<file path="config.mk">
export PLATFORM = sky130hd
export DESIGN_NAME = conv_stream_tx
export DESIGN_NICKNAME = d
export VERILOG_FILES = /design/src/rtl/conv_stream_tx.sv
export SDC_FILE = /design/constraint.sdc
export NUM_CORES = 1
export LEC_CHECK = 0
export CORE_MARGIN = 2
export CORE_UTILIZATION = 30
export CTS_BUF_LIST = sky130_fd_sc_hd__clkbuf_4 sky130_fd_sc_hd__clkbuf_8
export CTS_CLUSTER_DIAMETER = 80
export DETAILED_ROUTE_END_ITERATION = 8
export PLACE_DENSITY_LB_ADDON = 0.25
export SKIP_LAST_GASP = 1
export SLEW_MARGIN = 20
export SYNTH_ARGS = -nofsm -noshare
export SYNTH_HDL_FRONTEND = slang
export SYNTH_SLANG_ARGS = --single-unit
</file>
<file path="constraint.sdc">
create_clock -name clk -period 12 [get_ports clk]
set_input_delay 2.4 -clock clk [delete_from_list [all_inputs] [get_ports clk]]
set_output_delay 2.4 -clock clk [all_outputs]
set_load 0.02 [all_outputs]
</file>
<file path="src/rtl/conv_stream_tx.sv">
// Streams one kernel block, then one pixel volume, from two read-latency-1 memories
// onto a single AXI-stream master port, using a 2-entry output buffer.
module conv_stream_tx #(
  parameter int DATA_WIDTH   = 16,
  parameter int KERNEL_WIDTH = 16,
  parameter int ADDR_WIDTH   = 25
) (
  input  logic                      clk,
  input  logic                      Reset,
  input  logic                      start,
  input  logic [8:0]                CHANNEL_SIZE,
  input  logic [7:0]                IMAGE_SIZE,
  output logic                      kernel_rd_en,
  output logic [8:0]                kernel_addr,
  input  logic [9*KERNEL_WIDTH-1:0] kernel_rdata,
  output logic                      pixel_rd_en,
  output logic [ADDR_WIDTH-1:0]     pixel_addr,
  input  logic [DATA_WIDTH-1:0]     pixel_rdata,
  output logic [255:0]              m_axis_tdata,
  output logic                      m_axis_tvalid,
  output logic                      m_axis_tlast,
  input  logic                      m_axis_tready,
  output logic                      slave_select,
  output logic                      busy,
  output logic                      done
);

  localparam int KW_BITS = 9 * KERNEL_WIDTH;

  typedef enum logic [1:0] {IDLE, KERNEL, PIXEL, DRAIN} state_t;

  state_t                  state, state_next;
  logic [8:0]              ch_q;
  logic [7:0]              img_q;
  logic [8:0]              kcnt;
  logic [ADDR_WIDTH-1:0]   paddr;
  logic [7:0]              col, row;
  logic [8:0]              chn;

  logic                    rd_valid_q, rd_kernel_q, rd_last_q, rd_kend_q, rd_fin_q;
  logic                    rd_last, rd_kend, rd_fin;

  logic [255:0]            buf_data [2];
  logic                    buf_last [2];
  logic                    buf_kend [2];
  logic                    buf_fin  [2];
  logic                    wr_ptr, rd_ptr;
  logic [1:0]              count;

  logic                    pop, credit, accept, zero_size;
  logic                    col_end, row_end, ch_end;
  logic [2:0]              occupancy;

  assign pop       = (count != 2'd0) && m_axis_tready;
  // A slot freed by this cycle's pop can be reused by this cycle's read.
  assign occupancy = {1'b0, count} + {2'b0, rd_valid_q} - {2'b0, pop};
  assign credit    = occupancy < 3'd2;
  assign accept    = (state == IDLE) && start && !Reset;
  assign zero_size = (CHANNEL_SIZE == 9'd0) || (IMAGE_SIZE == 8'd0);
  assign col_end   = col == img_q - 8'd1;
  assign row_end   = row == img_q - 8'd1;
  assign ch_end    = chn == ch_q - 9'd1;

  always_comb begin
    state_next   = state;
    kernel_rd_en = 1'b0;
    pixel_rd_en  = 1'b0;
    rd_last      = 1'b0;
    rd_kend      = 1'b0;
    rd_fin       = 1'b0;
    case (state)
      IDLE: begin
        // The first kernel read goes out in the start cycle to reach tvalid two cycles later.
        if (accept && !zero_size) begin
          kernel_rd_en = 1'b1;
          rd_kend      = CHANNEL_SIZE == 9'd1;
          rd_last      = rd_kend;
          state_next   = rd_kend ? PIXEL : KERNEL;
        end
      end
      KERNEL: begin
        if (credit) begin
          kernel_rd_en = 1'b1;
          rd_kend      = kcnt == ch_q - 9'd1;
          rd_last      = rd_kend;
          if (rd_kend) state_next = PIXEL;
        end
      end
      PIXEL: begin
        if (credit) begin
          pixel_rd_en = 1'b1;
          rd_last     = col_end;
          rd_fin      = col_end && row_end && ch_end;
          if (rd_fin) state_next = DRAIN;
        end
      end
      DRAIN: begin
        if (pop && buf_fin[rd_ptr]) state_next = IDLE;
      end
      default: state_next = IDLE;
    endcase
  end

  always_ff @(posedge clk or posedge Reset) begin
    if (Reset) begin
      state <= IDLE;
      ch_q  <= '0;
      img_q <= '0;
      kcnt  <= '0;
      paddr <= '0;
      col   <= '0;
      row   <= '0;
      chn   <= '0;
    end else begin
      state <= state_next;
      if (accept) begin
        ch_q  <= CHANNEL_SIZE;
        img_q <= IMAGE_SIZE;
      end
      if (kernel_rd_en) kcnt <= rd_kend ? 9'd0 : kcnt + 9'd1;
      if (pixel_rd_en) begin
        if (rd_fin) begin
          paddr <= '0;
          col   <= '0;
          row   <= '0;
          chn   <= '0;
        end else begin
          paddr <= paddr + 1'b1;
          col   <= col_end ? 8'd0 : col + 8'd1;
          if (col_end) begin
            row <= row_end ? 8'd0 : row + 8'd1;
            if (row_end) chn <= chn + 9'd1;
          end
        end
      end
    end
  end

  // Memory data lands one cycle after the strobe and is written straight into the buffer.
  always_ff @(posedge clk or posedge Reset) begin
    if (Reset) begin
      rd_valid_q  <= 1'b0;
      rd_kernel_q <= 1'b0;
      rd_last_q   <= 1'b0;
      rd_kend_q   <= 1'b0;
      rd_fin_q    <= 1'b0;
      wr_ptr      <= 1'b0;
      rd_ptr      <= 1'b0;
      count       <= 2'd0;
      for (int i = 0; i < 2; i++) begin
        buf_data[i] <= '0;
        buf_last[i] <= 1'b0;
        buf_kend[i] <= 1'b0;
        buf_fin[i]  <= 1'b0;
      end
    end else begin
      rd_valid_q  <= kernel_rd_en || pixel_rd_en;
      rd_kernel_q <= kernel_rd_en;
      rd_last_q   <= rd_last;
      rd_kend_q   <= rd_kend;
      rd_fin_q    <= rd_fin;
      if (rd_valid_q) begin
        buf_data[wr_ptr] <= rd_kernel_q ? {{(256-KW_BITS){1'b0}}, kernel_rdata}
                                        : {{(256-DATA_WIDTH){1'b0}}, pixel_rdata};
        buf_last[wr_ptr] <= rd_last_q;
        buf_kend[wr_ptr] <= rd_kend_q;
        buf_fin[wr_ptr]  <= rd_fin_q;
        wr_ptr           <= ~wr_ptr;
      end
      if (pop) rd_ptr <= ~rd_ptr;
      count <= count + {1'b0, rd_valid_q} - {1'b0, pop};
    end
  end

  // slave_select flips only once the last kernel beat has actually left.
  always_ff @(posedge clk or posedge Reset) begin
    if (Reset) begin
      slave_select <= 1'b0;
      done         <= 1'b0;
    end else begin
      if (pop && buf_fin[rd_ptr])       slave_select <= 1'b0;
      else if (pop && buf_kend[rd_ptr]) slave_select <= 1'b1;
      done <= (pop && buf_fin[rd_ptr]) || (accept && zero_size);
    end
  end

  assign m_axis_tvalid = count != 2'd0;
  assign m_axis_tdata  = m_axis_tvalid ? buf_data[rd_ptr] : '0;
  assign m_axis_tlast  = m_axis_tvalid && buf_last[rd_ptr];
  assign busy          = state != IDLE;
  assign kernel_addr   = kcnt;
  assign pixel_addr    = paddr;

endmodule

</file>
==> flow_summary_export.csv, run 1 <==
group,metric,value,unit
global_routing,grt_pass1_vias,15420,
synth,synth_top_flop_cell,"dfrtp_1",
synth,synth_area,0.01907,sq mm
detailed_routing,drt-initial-drc-count,900,
sta,fin_crit,7.999,ns
cells_and_area,final_core_util,0.3908,
setup_path,r2r_slack,6.77,ns
cts,cts_resized,0,
floorplan,io_pins,478,
cts,cts_made_buffers,72,
cts,cts_tree,"yes",
status,status,"complete, no violations",
cts,cts_root_buf,"clkbuf_8",
setup_path,path_buf_inv,5,
sta,finalSetupTns,0,ns
place,portBuffers,365,
min_path,min_to,"buf_data[278]",
min_path,worstHoldStart,"buf_data[278]",
power,p_comb_frac,0.404,
setup_path,slowest_delay,0.65,ns
setup_path,r2r_end,"pixel_addr[20]",
setup_path,cp_cell_sequence,"clkdlybuf4s50_1 -> nand2_1 -> inv_1 -> ha_1 -> inv_1 -> ha_1 -> fa_1 -> xor2_1 -> nand3_1 -> clkinv_1 -> clkdlybuf4s50_1",
power,pwr-share-clk,0.247,
global_routing,antenna_found_initial,3,
global_routing,grt_util_all_layers,0.1627,
cts,clk_pin_slew,0.05,ns
min_path,whs_path_depth,2,
cts,htree_levels,3,
power,p_int,0.003373,W
cells_and_area,drive_gt1_frac,0.07493,
detailed_routing,via_per_inst,4.593,
place,hpwlAfterDp,35.92,mm
sta,finClkSkew,0.03822,ns
global_routing,overflow,0,
global_routing,grt_max_degree,165,
synth,yosys.area.top_type,"dfrtp_1",
power,p_sw_frac,0.3953,
setup_path,cp.required,9.60,ns
setup_path,worstPathArrival,5.60,ns
setup_path,cp_num_cells,11,
floorplan,rows,92,
detailed_routing,drc,0,
setup_path,crit_family,"buffers and inverters",
min_path,worstHoldPathType,"flip-flop to flip-flop",
cells_and_area,filler_cell_count,6373,
power,switchingPower,0.002205,W
detailed_routing,drtAntennaViolNets,0,
synth,synthCells,2096,
sta,finalCritPeriodShare,0.6666,
cts,cts_buffer_depth,3,
sta,rsz0062_at_grt,"false",
sta,worst-slew-pin-transition,1.138,ns
synth,synth_top_area_frac,0.5026,
global_routing,grt_pass1_wl,85.87,mm
setup_path,crit_type,"input pin to output port",
setup_path,r2r_cells,15,
floorplan,dieHeight,256.1,um
power,pwr_density_cell,226.7,mW/mm^2
cts,cts-hold-fix-buffers,0,
synth,syn_area_per_cell,9.099,sq um
detailed_routing,num_vias,15240,
setup_path,crit_fanout,15,
synth,yosysUniqueCellTypes,64,
floorplan,die_w,256.1,um
synth,yosys.cell_count.top_type,"nand2_1",
setup_path,end_kind,"output port",
cells_and_area,multi_input_area,0.008477,sq mm
synth,postSynth.asyncResetShare,1.000,
synth,synth_area_leaders,"dfrtp_1 50%, nand2_1 9.3%, mux2i_1 8.7%",
sta,setup_viol,0,
cells_and_area,nNetsFinal,2614,
floorplan,core,0.06297,sq mm
setup_path,timing.rr.start,"count[1]",
setup_path,start_kind,"input pin",
floorplan,die-area,0.06560,sq mm
sta,slew-limit-headroom,0.2416,
sta,fmax,125.0,MHz
cells_and_area,regArea,0.009592,sq mm
detailed_routing,wirelength,54.19,mm
sta,drv_slew,0,
place,finalWeightedCongestion,0.8096,
cells_and_area,syn2layout_area_growth,29.04,%
cts,cts.sinks,383,
cts,worst_skew_pair.late_latency,0.66,ns
synth,yosys_warnings,0,
sta,finalHoldViolations,0,
floorplan,initial_core_util,0.3029,
power,p_leak,11.23,nW
synth,ys_ff_latch,383,
cts,post_cts_buffers,0,
synth,synth_common_cells,"470 x nand2_1, 383 x dfrtp_1, 318 x o21ai_0, 209 x nor2_1, 165 x mux2i_1",
detailed_routing,post_drt_wl_per_cell,16.33,um
synth,synth_edf_count,0,
power,seq_power_share,0.349,
detailed_routing,first_pass_iters,5,
synth,ys_seq_area_frac,0.5026,
setup_path,crit_slowest_cell,"clkdlybuf4s50_1",
flow_run,cap_viol_max_count,0,
power,ir_drop,0.1020,mV
-- power groups by stage --
stage / clock [W] / sequential [W] / combinational (W)
2_1_floorplan: 0 / 0.00188 / 0.00146
3_3_place_gp: 0 / 0.00195 / 0.00226
3_5_place_dp: 0 / 0.00198 / 0.00229
4_1_cts: 0.00143 / 0.00195 / 0.00230
5_1_grt: 0.00148 / 0.00201 / 0.00249
6_report: 0.00138 / 0.00195 / 0.00225
-- kinds of logic after synthesis --
group | count (synthesis) | share of synthesized area
fa+ha+maj | 15 | 0.01024
simple gates | 796 | 0.1735
buf+inv | 270 | 0.07597
compound gates | 366 | 0.1012
xor+xnor | 76 | 0.03563
mux | 189 | 0.1008
other cells | 1 | 0.0001966
flops | 383 | 0.5026
-- through the flow --
step / std cells / power, W / setup slack (ns) / instance area [sq um] / hold slack, ns
floorplan: 2207 / 0.003342 / 4.452 / 19490 / 0.4492
global placement: 3189 / 0.004213 / 4.006 / 23020 / 0.4608
detailed placement: 3189 / 0.004270 / 3.990 / 23020 / 0.4692
CTS: 3314 / 0.005679 / 3.984 / 24590 / 0.4806
global route: 3318 / 0.005976 / 3.734 / 24610 / 0.5011
finish: 3318 / 0.005578 / 4.001 / 24610 / 0.4751
-- state kept, by name, summed over array words and instances, names as in the netlist, 8 cells and up --
signal / cells
chn: 9
buf_data: 288
pixel_addr: 25
col: 8
ch_q: 9
row: 8
kernel_addr: 9
img_q: 8
-- worst reg2reg max path, delay by kind of cell, from the launching register on --
kind	cells	cell delay [ns]
buf+inv	5	1.14
simple gates	6	2.44
flops	1	0.44
fa+ha+maj	3	0.83
xor+xnor	1	0.25
-- layout by cell type, fill, tap and decap left out, types with 4 or more instances in the layout --
cell type        synthesis  routed
clkdlybuf4s50_1          0     365
buf_4                  112      16
nand3_1                 28      28
nand2_1                470     469
nand4_1                 13      13
clkinv_2                 0       9
o21ai_0                318     318
nor2_1                 209     208
ha_1                    14      14
nor3_1                  11      11
nor2b_1                  4       4
mux2_2                  24      24
xnor2_1                 34      34
and3_1                  11      11
dfrtp_1                383     381
conb_1                   1     112
inv_1                   22      21
nor4_1                   8       8
a21oi_1                 14      14
o31ai_1                  8       8
and2_1                   6       6
or3_1                    6       6
mux2i_1                165     165
nand2b_1                 9       8
clkbuf_8                 0      86
xor2_1                  41      41
clkbuf_4                 0      20
-- routing by layer --
layer / global-route usage / up-vias / routed length [um]
li1: - / 7385 / -
met1: 0.2132 / 7385 / 24210
met2: 0.2627 / 378 / 25550
met3: 0.03852 / 93 / 2962
met4: 0.05686 / 0 / 1475
met5: 0 / - / 0
-- worst max path at each step --
stage	startpoint	endpoint	slack, ns
after CTS	m_axis_tready	pixel_rd_en	3.98
final	m_axis_tready	pixel_rd_en	4.00
after global placement	m_axis_tready	pixel_rd_en	4.01
after floorplan	Reset	buf_data[0]	4.45
after global routing	m_axis_tready	pixel_rd_en	3.73
after detailed placement	m_axis_tready	pixel_rd_en	3.99
-- cell type report --
cell class / instances / share of cell area
Sequential cell: 383 / 0.3897
Multi-Input combinational cell: 1554 / 0.3444
Timing Repair Buffer: 384 / 0.1551
Clock buffer: 106 / 0.05420
Tap cell: 846 / 0.04301
Clock inverter: 19 / 0.009558
Inverter: 23 / 0.003661
Antenna cell: 3 / 0.0003050
Power figures use the tool's default switching activity.
==> run 2, diff against run 1 <==
==> constraint.sdc (replaced) <==
create_clock -name clk -period 7.5 [get_ports clk]
set_input_delay 1.5 -clock clk [delete_from_list [all_inputs] [get_ports clk]]
set_output_delay 1.5 -clock clk [all_outputs]
set_load 0.02 [all_outputs]
==> run 2 against run 1 <==
Compared with the run above:
- core utilization about the same
- sequential power is 61% higher
- setup slack got worse by 2.6 ns
- highest routed layer is now met5
- critical path type unchanged
- die area stayed put
- global-route usage grew 0.14 points
- hold slack worse by 0.0023 ns
==> flow_summary_export.csv, run 2 (same netlist as run 1, synthesis figures left out) <==
group,metric,value,unit
global_routing,grt_util_all_layers,0.1641,
cells_and_area,final_cell_mix,"469 x nand2_1, 381 x dfrtp_1, 365 x clkdlybuf4s50_1",
cts,post_cts_buffers,0,
cts,cts_root_buf,"clkbuf_8",
power,p_total,0.008906,W
floorplan,dieHeight,256.1,um
detailed_routing,via_per_inst,4.587,
sta,hold_ws,0.4728,ns
cts,cts_resized,0,
sta,worst-slew-pin-transition,1.057,ns
sta,setup_viol,0,
cells_and_area,syn2layout_area_growth,29.00,%
global_routing,grt_max_degree,127,
power,p_leak,11.23,nW
setup_path,r2r_slack,3.05,ns
setup_path,timing.rr.start,"count[1]",
setup_path,end_kind,"output port",
power,pwr-share-clk,0.241,
place,finalWeightedCongestion,0.8115,
cells_and_area,largest_register,"buf_data",
sta,slew-limit-headroom,0.2952,
floorplan,die_w,256.1,um
detailed_routing,first_pass_iters,5,
cts,cts-hold-fix-buffers,0,
power,pwr_density_cell,362.0,mW/mm^2
cells_and_area,nNetsFinal,2616,
sta,rsz0062_at_grt,"false",
cts,cts.sinks,383,
cells_and_area,drive_gt1_frac,0.07605,
flow_run,cap_viol_max_count,0,
power,p_int,0.005378,W
cts,clk_pin_slew,0.05,ns
power,p_sw_frac,0.3962,
global_routing,grt_pass1_vias,15240,
cells_and_area,filler_cell_count,6423,
setup_path,crit_type,"input pin to output port",
sta,fin_crit,6.085,ns
setup_path,r2r_end,"pixel_addr[14]",
detailed_routing,drc,0,
setup_path,cp.required,6.00,ns
setup_path,crit_fanout,6,
power,p_comb_frac,0.407,
floorplan,die-area,0.06560,sq mm
status,status,"complete, no violations",
cts,cts_buffer_depth,3,
floorplan,core,0.06297,sq mm
place,hpwlAfterDp,35.70,mm
sta,finalSetupTns,0,ns
sta,drv_slew,0,
detailed_routing,post_drt_wl_per_cell,16.50,um
cells_and_area,instances_no_fill,3320,
sta,fmax,164.3,MHz
detailed_routing,wirelength,54.77,mm
place,portBuffers,365,
cts,cts_tree,"yes",
detailed_routing,drtAntennaViolNets,0,
cells_and_area,largest_reg_flops,288,
global_routing,antenna_found_initial,4,
place,placed_cells,3190,
sta,finalCritPeriodShare,0.8114,
detailed_routing,drt-initial-drc-count,875,
cells_and_area,final_common_cell,"nand2_1",
cts,worst_skew_pair.late_latency,0.65,ns
setup_path,critical_path.startpoint,"m_axis_tready",
power,seq_power_share,0.351,
setup_path,r2r_cells,14,
floorplan,initial_core_util,0.3029,
sta,finalHoldViolations,0,
min_path,worstHoldPathType,"flip-flop to flip-flop",
sta,finClkSkew,0.04168,ns
floorplan,io_pins,478,
floorplan,rows,92,
setup_path,crit_end,"kernel_rd_en",
power,switchingPower,0.003529,W
cts,htree_levels,3,
detailed_routing,num_vias,15230,
setup_path,worstPathArrival,4.59,ns
global_routing,grt_pass1_wl,86.08,mm
setup_path,start_kind,"input pin",
cts,cts_made_buffers,73,
global_routing,overflow,0,
power,ir_drop,0.2451,mV
run 2: cell types whose count changed in the layout (fill, tap and decap cells not counted), sizes merged:
| cell | delta |
|---|---|
| bufinv | -2 |
| clkinvlp | +1 |
| diode | -1 |
| buf | +1 |
| clkbuf | +7 |
| clkinv | -4 |
run 2: layout make-up:
| class | instances | area, sq um | area share |
|---|---|---|---|
| diodes | 2 | 5.005 | 0.0002034 |
| inverters | 23 | 90.09 | 0.003662 |
| well taps | 846 | 1059 | 0.04303 |
| repair buffers | 385 | 3845 | 0.1563 |
| flip-flops and latches | 383 | 9592 | 0.3899 |
| clock inverters | 14 | 135.1 | 0.005493 |
| clock buffers | 113 | 1399 | 0.05686 |
| multi-input cells | 1554 | 8477 | 0.3446 |
run 2: power by group through the flow:
stage          registers, W  clock network [W]  logic, W
3_5_place_dp        0.00320                  0   0.00365
3_3_place_gp        0.00316                  0   0.00360
2_1_floorplan       0.00301                  0   0.00234
6_report            0.00313            0.00215   0.00363
5_1_grt             0.00323            0.00232   0.00401
4_1_cts             0.00317            0.00223   0.00366
run 2: worst min path at each step:
stage                       start             to  slack (ns)  cells after the start
floorplan           buf_data[256]  buf_data[256]        0.45                      2
global placement    buf_data[390]  buf_data[390]        0.46                      2
detailed placement  buf_data[359]  buf_data[359]        0.47                      2
CTS                 buf_data[364]  buf_data[364]        0.48                      2
global route        buf_data[349]  buf_data[349]        0.50                      2
finish              buf_data[314]  buf_data[314]        0.47                      2
run 2: worst max-delay path, cell delays in order:
cell and delay [ns]:
clkdlybuf4s50_1 0.40, nand2_1 0.13, inv_1 0.09, ha_1 0.28
inv_1 0.04, ha_1 0.19, fa_1 0.38, xor2_1 0.20
and3_1 0.24, nor2_1 0.32, inv_1 0.21, clkdlybuf4s50_1 0.60
run 2: per-stage QoR:
| stage | cell area, sq um | worst slack, ns | utilization |
|---|---|---|---|
| after floorplan | 19490 | 0.8520 | - |
| final | 24600 | 1.415 | 0.3907 |
| after detailed placement | 23040 | 1.440 | 0.3659 |
| after CTS | 24580 | 1.418 | 0.3903 |
| after global placement | 23040 | 1.480 | 0.3659 |
| after global routing | 24600 | 1.218 | 0.3907 |
run 2: layer usage:
metal,up-vias,track usage,part of all wire
li1,7386,-,-
met1,7342,0.2154,0.44
met2,395,0.2626,0.47
met3,101,0.03991,0.058
met4,4,0.05994,0.030
met5,-,0,0.00042
